## src/rtl/ps2_packet_assembler.sv

```systemverilog
// Frames a PS/2 byte stream into BYTES_PER_PKT-byte packets using a sync check on byte 0,
// with an inter-byte timeout and a single-slot valid/ready output that drops on overflow.
module ps2_packet_assembler #(
  parameter int unsigned          BYTES_PER_PKT = 3,
  parameter int unsigned          BYTE_W        = 8,
  parameter logic [BYTE_W-1:0]    SYNC_MASK     = 8'h08,
  parameter logic [BYTE_W-1:0]    SYNC_VAL      = 8'h08,
  parameter int unsigned          TIMEOUT       = 1024,
  parameter int unsigned          CNT_W         = 8
) (
  input  logic                              clk,
  input  logic                              reset,
  input  logic [BYTE_W-1:0]                 in_data,
  input  logic                              in_valid,
  output logic [BYTES_PER_PKT*BYTE_W-1:0]   out_data,
  output logic                              out_valid,
  input  logic                              out_ready,
  output logic                              sync_err,
  output logic [CNT_W-1:0]                  drop_count
);

  localparam int unsigned PKT_W = BYTES_PER_PKT * BYTE_W;
  localparam int unsigned IDX_W = (BYTES_PER_PKT > 1) ? $clog2(BYTES_PER_PKT) : 1;
  localparam int unsigned TO_W  = (TIMEOUT > 1) ? $clog2(TIMEOUT) : 1;

  localparam logic [IDX_W-1:0] LAST_IDX = IDX_W'(BYTES_PER_PKT - 1);
  localparam logic [TO_W-1:0]  TO_LAST  = TO_W'((TIMEOUT > 0) ? TIMEOUT - 1 : 0);
  localparam logic [CNT_W-1:0] CNT_MAX  = '1;

  typedef enum logic [0:0] {
    HUNT    = 1'b0,
    COLLECT = 1'b1
  } state_t;

  state_t            state;
  logic [IDX_W-1:0]  idx;
  logic [TO_W-1:0]   idle_cnt;
  logic [PKT_W-1:0]  pkt;
  logic [PKT_W-1:0]  next_pkt;

  logic sync_ok;
  logic accept_first;
  logic reject;
  logic store;
  logic complete;
  logic timeout_hit;
  logic slot_free;

  always_comb begin
    sync_ok      = (in_data & SYNC_MASK) == SYNC_VAL;
    accept_first = (state == HUNT) && in_valid && sync_ok;
    reject       = (state == HUNT) && in_valid && !sync_ok;
    store        = accept_first || ((state == COLLECT) && in_valid);
    // idx is 0 in HUNT, so a single-byte packet completes on the sync byte itself
    complete     = store && (idx == LAST_IDX);
    timeout_hit  = (TIMEOUT != 0) && (state == COLLECT) && !in_valid && (idle_cnt == TO_LAST);
    slot_free    = !out_valid || out_ready;
  end

  // Packet as it will look once the current byte lands at position idx (byte 0 in the MSBs)
  always_comb begin
    next_pkt = pkt;
    for (int unsigned k = 0; k < BYTES_PER_PKT; k++) begin
      if (idx == IDX_W'(k)) begin
        next_pkt[(BYTES_PER_PKT-k)*BYTE_W-1 -: BYTE_W] = in_data;
      end
    end
  end

  always_ff @(posedge clk) begin
    if (!reset) begin
      state      <= HUNT;
      idx        <= '0;
      idle_cnt   <= '0;
      pkt        <= '0;
      out_data   <= '0;
      out_valid  <= 1'b0;
      sync_err   <= 1'b0;
      drop_count <= '0;
    end else begin
      sync_err <= reject || timeout_hit;

      if (store) begin
        pkt <= next_pkt;
      end

      case (state)
        HUNT: begin
          if (accept_first && !complete) begin
            state    <= COLLECT;
            idx      <= IDX_W'(1);
            idle_cnt <= '0;
          end
        end
        COLLECT: begin
          if (in_valid) begin
            idle_cnt <= '0;
            if (complete) begin
              state <= HUNT;
              idx   <= '0;
            end else begin
              idx <= idx + IDX_W'(1);
            end
          end else if (timeout_hit) begin
            state    <= HUNT;
            idx      <= '0;
            idle_cnt <= '0;
          end else if (TIMEOUT != 0) begin
            idle_cnt <= idle_cnt + TO_W'(1);
          end
        end
        default: begin
          state <= HUNT;
          idx   <= '0;
        end
      endcase

      // A completion in the same cycle as an acceptance refills the slot without a bubble
      if (complete) begin
        if (slot_free) begin
          out_data  <= next_pkt;
          out_valid <= 1'b1;
        end else if (drop_count != CNT_MAX) begin
          drop_count <= drop_count + CNT_W'(1);
        end
      end else if (out_valid && out_ready) begin
        out_valid <= 1'b0;
      end
    end
  end

endmodule

```

## config.mk

```make
export PLATFORM = sky130hd
export DESIGN_NAME = ps2_packet_assembler
export DESIGN_NICKNAME = d
export VERILOG_FILES = /design/src/rtl/ps2_packet_assembler.sv
export SDC_FILE = /design/constraint.sdc
export NUM_CORES = 1
export LEC_CHECK = 0
export ABC_AREA = 1
export CAP_MARGIN = 20
export CORE_MARGIN = 2
export CORE_UTILIZATION = 49
export CTS_CLUSTER_DIAMETER = 120
export DETAILED_ROUTE_END_ITERATION = 10
export GPL_ROUTABILITY_DRIVEN = 0
export PLACE_DENSITY = 0.76
export SETUP_SLACK_MARGIN = 0.3
export SLEW_MARGIN = 20
export SYNTH_ARGS = -nofsm -noshare
export SYNTH_HDL_FRONTEND = slang
export SYNTH_SLANG_ARGS = --single-unit
export TNS_END_PERCENT = 1
```

## constraint.sdc

```tcl
create_clock -name clk -period 1.5 [get_ports clk]
set_clock_uncertainty 0.15 [all_clocks]
set_input_delay 0.3 -clock clk [delete_from_list [all_inputs] [get_ports clk]]
set_output_delay 0.3 -clock clk [all_outputs]
set_load 0.03 [all_outputs]
```

# --- Yosys cells after proc, flatten, opt, wreduce, memory -nomap -nowiden ---
# Cells that the tools add are included.
word_totals:
  register_bits: 71
  latch_bits: 0
  ram_bits: 0
  rom_bits: 0
  in_bits: 12
  wordCells: 62
  n_memories: 0
classes:
  n_addsub: 3
  mul: 0
  div: 0
  n_lt_le_gt_ge: 0
  eq_ne: 7
  shifts: 0
  mux: 20
  bitwise_logic: 2
  n_reduce_logical: 22
ops:
  columns: ["cell", "count"]
  rows:
  - ["two-way mux 10 bit", 3]
  - ["two-way mux 8 bit", 3]
  - ["case mux 10 bit (2 select lines)", 1]
  - ["adder 10 x 1 -> 10 bit, second input constant", 1]
  - ["equality test 10 bit, second input constant", 1]
  - ["logical AND 1 bit", 9]
  - ["adder 8 x 1 -> 8 bit, second input constant", 1]
  - ["two-way mux 2 bit", 4]
  - ["!= test 8 bit, second input constant", 1]
  - ["two-way mux 1 bit", 7]
  - ["AND reduction 2 bit", 3]
  - ["logical NOT 1 bit", 4]
  - ["!= test 2 x 1 -> 1 bit, second input constant", 2]
  - ["case mux 2 bit (2 select lines)", 1]
  - ["logical OR 1 bit", 3]
  - ["!= test 3 x 2 -> 1 bit, second input constant", 1]
  - ["AND reduction 3 bit", 1]
  - ["adder 2 x 1 -> 2 bit, second input constant", 1]
  - ["equality test 2 x 1 -> 1 bit, second input constant", 1]
  - ["equality test 2 bit, second input constant", 1]
  - ["logical NOT 2 bit", 1]
  - ["NOT 1 bit", 2]
  - ["case mux 1 bit (2 select lines)", 1]
  - ["nonzero test 2 bit", 1]

# --- Logic depth before layout (Yosys ltp) ---
depth:
  ltp_word: 9
  mapped_depth: 9

# --- Worst setup path after synthesis ---
# No wires, ideal clock.
synth_path:
  path_type: "flip-flop to flip-flop"
  start: "register drop_count[1]"
  end: "register drop_count[5]"
  setup_ps: 70
  arrival_time_ps: 1450
  required_time_ps: 1280
  slack_ps: -170
  stages_incl_launch_ff: 8
  path_buffers: 0
  synth_period_minus_slack_ps: 1670
  cell_sequence: "dfxtp_1 ha_1 nand3_1 inv_1 nand2_1 nand3_1 nand2_1 a21oi_1"
synth_via:
  elab_chain_len: 2
synth_lines:
  columns: ["item", "line_no", "rtl"]
  rows:
  - ["start: declaration", "19", "output logic [CNT_W-1:0] drop_count"]
  - ["start signal: assignment", "124", "drop_count <= drop_count + CNT_W'(1);"]
  - ["parallel branches: the longest is 2 deep, another holds adder 8 x 1 -> 8 bit", null, null]
# Parallel ways; which one is timed is not known.
# A chain may end at the register's enable or synchronous reset.

# --- Worst setup path in the final report ---
layout_path:
  start: "register idx[0]"
  end: "register out_data[19]"
layout_via:
  elab_chain_len: 3
layout_lines:
  columns: ["item", "line_no", "rtl"]
  rows:
  - ["start: declaration", "36", "logic [IDX_W-1:0] idx;"]
  - ["start signal: assignment", "102", "idx <= idx + IDX_W'(1);"]
  - ["equality test 2 bit", "55", "complete = store && (idx == LAST_IDX);"]
  - ["logical AND 1 bit", "55", null]
  - ["AND reduction 2 bit (no line)", null, null]
  - ["end signal: assignment", "121", "out_data <= next_pkt;"]
  - ["end: declaration", "15", "output logic [BYTES_PER_PKT*BYTE_W-1:0] out_data,"]
# Several ways; a longest one is shown, not always the timed one.

==> impl_metrics.py <==
metrics = {
    "run_status": {
        "status": "finished with violations",
        "violations": "negative setup slack",
    },
    "synth": {
        "ys_ff_latch": 71,
        "synth_common_cells": "nand2_1, dfxtp_1, nor2_1, o21ai_0, a21oi_1",
        "ys_seq_area_share_pct": 44.3,
        "synth_edf_count": 0,
        "syn_nets": 477,
        "ys_warn_count": 0,
        "syn-instance-count": 463,
        "synth.distinct_cells": 28,
        "yosysMostFrequentCell": "nand2_1",
        "yosys_most_used_dff": "dfxtp_1",
        "syn-mean-instance-area_sq_um": 6.93,
        "ys_top_cells_by_area": "dfxtp_1, nand2_1, o21ai_0",
        "async_flop_share_pct": 0,
        "syn-cell-area_sq_mm": 0.00321,
        "yosysTopAreaCell": "dfxtp_1",
        "synth_top_area_share_pct": 44.3,
    },
    "worst_setup_path": {
        "arrival_ps": 1650,
        "crit_type": "register to register",
        "r2r_cells": 8,
        "critPathMaxFanout": 8,
        "cp.required_ps": 1630,
        "end_kind": "register",
        "startpoint_type": "register",
    },
    "placed_design": {
        "port_buffers": 45,
        "dp_slack_ps": -407,
        "dp.cells": 598,
        "place_hpwl_mm": 5.74,
    },
    "run": {
        "max_cap_violations": 0,
    },
    "layout": {
        "post_route_cells_drive_above_1_share_pct": 34.5,
        "layout.nets": 559,
        "fin_cells": 627,
        "diodes": 0,
        "fin_util_pct": 72.6,
        "area_growth_pct": 43.6,
    },
    "timing": {
        "final.setup.worst_slack_ps": -15.0,
        "finalHoldViolCount": 0,
        "setup_viol": 1,
        "worstMarginPinSlew_ps": 342,
        "fmax_mhz": 660,
        "slew_viol_final": 0,
        "period_needed_ps": 1510,
        "rsz0062_at_grt": "true",
        "finalCritPeriodShare_pct": 101,
        "holdWs_ps": 319,
        "slew_headroom_pct": 77.1,
    },
    "global_route": {
        "grt_max_degree": 33,
        "grt_util_met3_pct": 3.99,
        "grt_pass1_vias": 3186,
        "grt_pass1_wl_mm": 15.2,
        "grt_antenna_before_repair": 0,
        "grt-ovfl-total": 0,
        "grt_util_met2_pct": 43.9,
        "global_route.usage.met1_pct": 34.7,
        "grt.busiest_layer": "met2",
        "grt.total_usage_pct": 26.4,
    },
    "drt": {
        "final_antenna_net_count": 0,
        "wl_per_cell_um": 14.8,
        "drc_errors": 0,
        "first_iter_violations": 180,
        "wirelength_mm": 9.29,
        "vias": 3345,
        "dr.pass1.iters": 4,
        "avgViaCountPerCell": 5.33,
    },
    "die": {
        "initial_core_util_pct": 50.5,
        "fp.coreArea_sq_mm": 0.00635,
        "ios": 46,
        "die_w_um": 84.9,
        "num_rows": 29,
        "die_area_sq_mm": 0.00721,
        "die_h_um": 84.9,
    },
    "power": {
        "p_per_area_mw_per_mm2": 942,
        "p_leak_nw": 1.89,
        "ir_worst_vdd_mv": 0.621,
    },
    "clock_tree": {
        "clkLatencyLatePin_ps": 350,
        "htree_levels": 3,
        "cts_sinks": 71,
        "cts_buffer_depth": 2,
        "numCtsBuffers": 9,
        "clkTransAtPathRegs_ps": 80,
        "clock-root-buffer": "clkbuf_8",
        "cts_tree": "yes",
        "ctsHoldBuffers": 0,
    },
    "worst_hold_path": {
        "hold-path-cell-count": 2,
        "min_path_type": "register to register",
    },
}
[placed cells by master, fill, tap and decap left out, types with 2 or more instances in the layout]
cell / count
o21ai_2: 7
nand2_2: 8
clkinv_2: 2
o21ai_4: 4
nand4_1: 7
nand3_1: 31
clkbuf_8: 9
xnor2_1: 2
a21oi_2: 8
buf_4: 42
buf_12: 5
inv_2: 5
o21ai_0: 18
nor2_4: 3
nor3_1: 3
nand2_1: 101
dlygate4sd2_1: 2
nor2_1: 47
dfxtp_2: 32
dfxtp_4: 4
nand3_2: 6
clkinv_4: 3
buf_6: 33
inv_1: 37
clkdlybuf4s50_1: 9
nand2_4: 7
dfxtp_1: 35
o21ai_1: 24
nor2_2: 3
a21oi_1: 40
[worst max-delay path, stage by stage, from the launching register on]
cell	delay, ps
dfxtp_4	380
buf_6	120
nor2_4	180
buf_12	170
buf_6	100
nand2_4	40
o21ai_4	70
nand3_2	100
a21oi_2	130
[layer usage]
layer | vias to the layer above | part of all wire, %
met5 | - | 0
met3 | 13 | 4.8
met4 | 0 | 1.5
met2 | 90 | 50
met1 | 1573 | 44
li1 | 1669 | -
[power by group]
part / switching [W] / internal [W] / total [W] / leakage, nW
combinational: 0.000484 / 0.000355 / 0.000839 / 1.19
sequential: 0.0000564 / 0.00196 / 0.00202 / 0.597
clock: 0.000780 / 0.000703 / 0.00148 / 0.0974
total: 0.00132 / 0.00302 / 0.00434 / 1.89
[path summary, 6_finish.rpt]
path | end | from | slack, ps
max | out_data[19] | idx[0] | -10
min | out_data[8] | out_data[8] | 320
max reg2reg | out_data[19] | idx[0] | -10
min reg2reg | out_data[8] | out_data[8] | 320
[area by class of cell]
class                   instances  area (sq um)
clock buffers                  10           149
fillers                       508          1740
repair buffers                 92           922
flip-flops and latches         71          1480
clock inverters                 6          43.8
well taps                      77          96.3
multi-input cells             328          1750
inverters                      43           166
[kinds of logic (layout without fill, tap and decap cells)]
family,Yosys count,after routing,share of synthesized area [%]
buf+inv,65,151,8.54
flops,71,71,44.3
fa+ha+maj,2,2,0.780
compound gates,103,103,16.6
xor+xnor,3,3,0.819
simple gates,219,220,29.0
[what timing repair did]
action / CTS / global route
setup endpoints to repair: 105 / 105
buffers inserted: 10 / 1
pin swaps: 23 / 9
gates resized for setup: 189 / 144
hold endpoints to repair: 0 / 0
gates cloned: 2 / 0
[sequential cells by signal, summed over array words and instances, names as in the netlist]
register    count
out_data       24
state           1
drop_count      8
out_valid       1
idx             2
sync_err        1
idle_cnt       10
pkt            24
[per-stage QoR]
step | instance area, sq um | TNS [ps] | total power [W]
finish | 4610 | -15.0 | 0.00434
detailed placement | 4030 | -22680 | 0.00267
global route | 4610 | -300 | 0.00450
floorplan | 3300 | 0 | 0.00241
global placement | 4030 | -20840 | 0.00265
CTS | 4350 | 0 | 0.00427
Note: power is estimated with default switching activity, not from simulation.
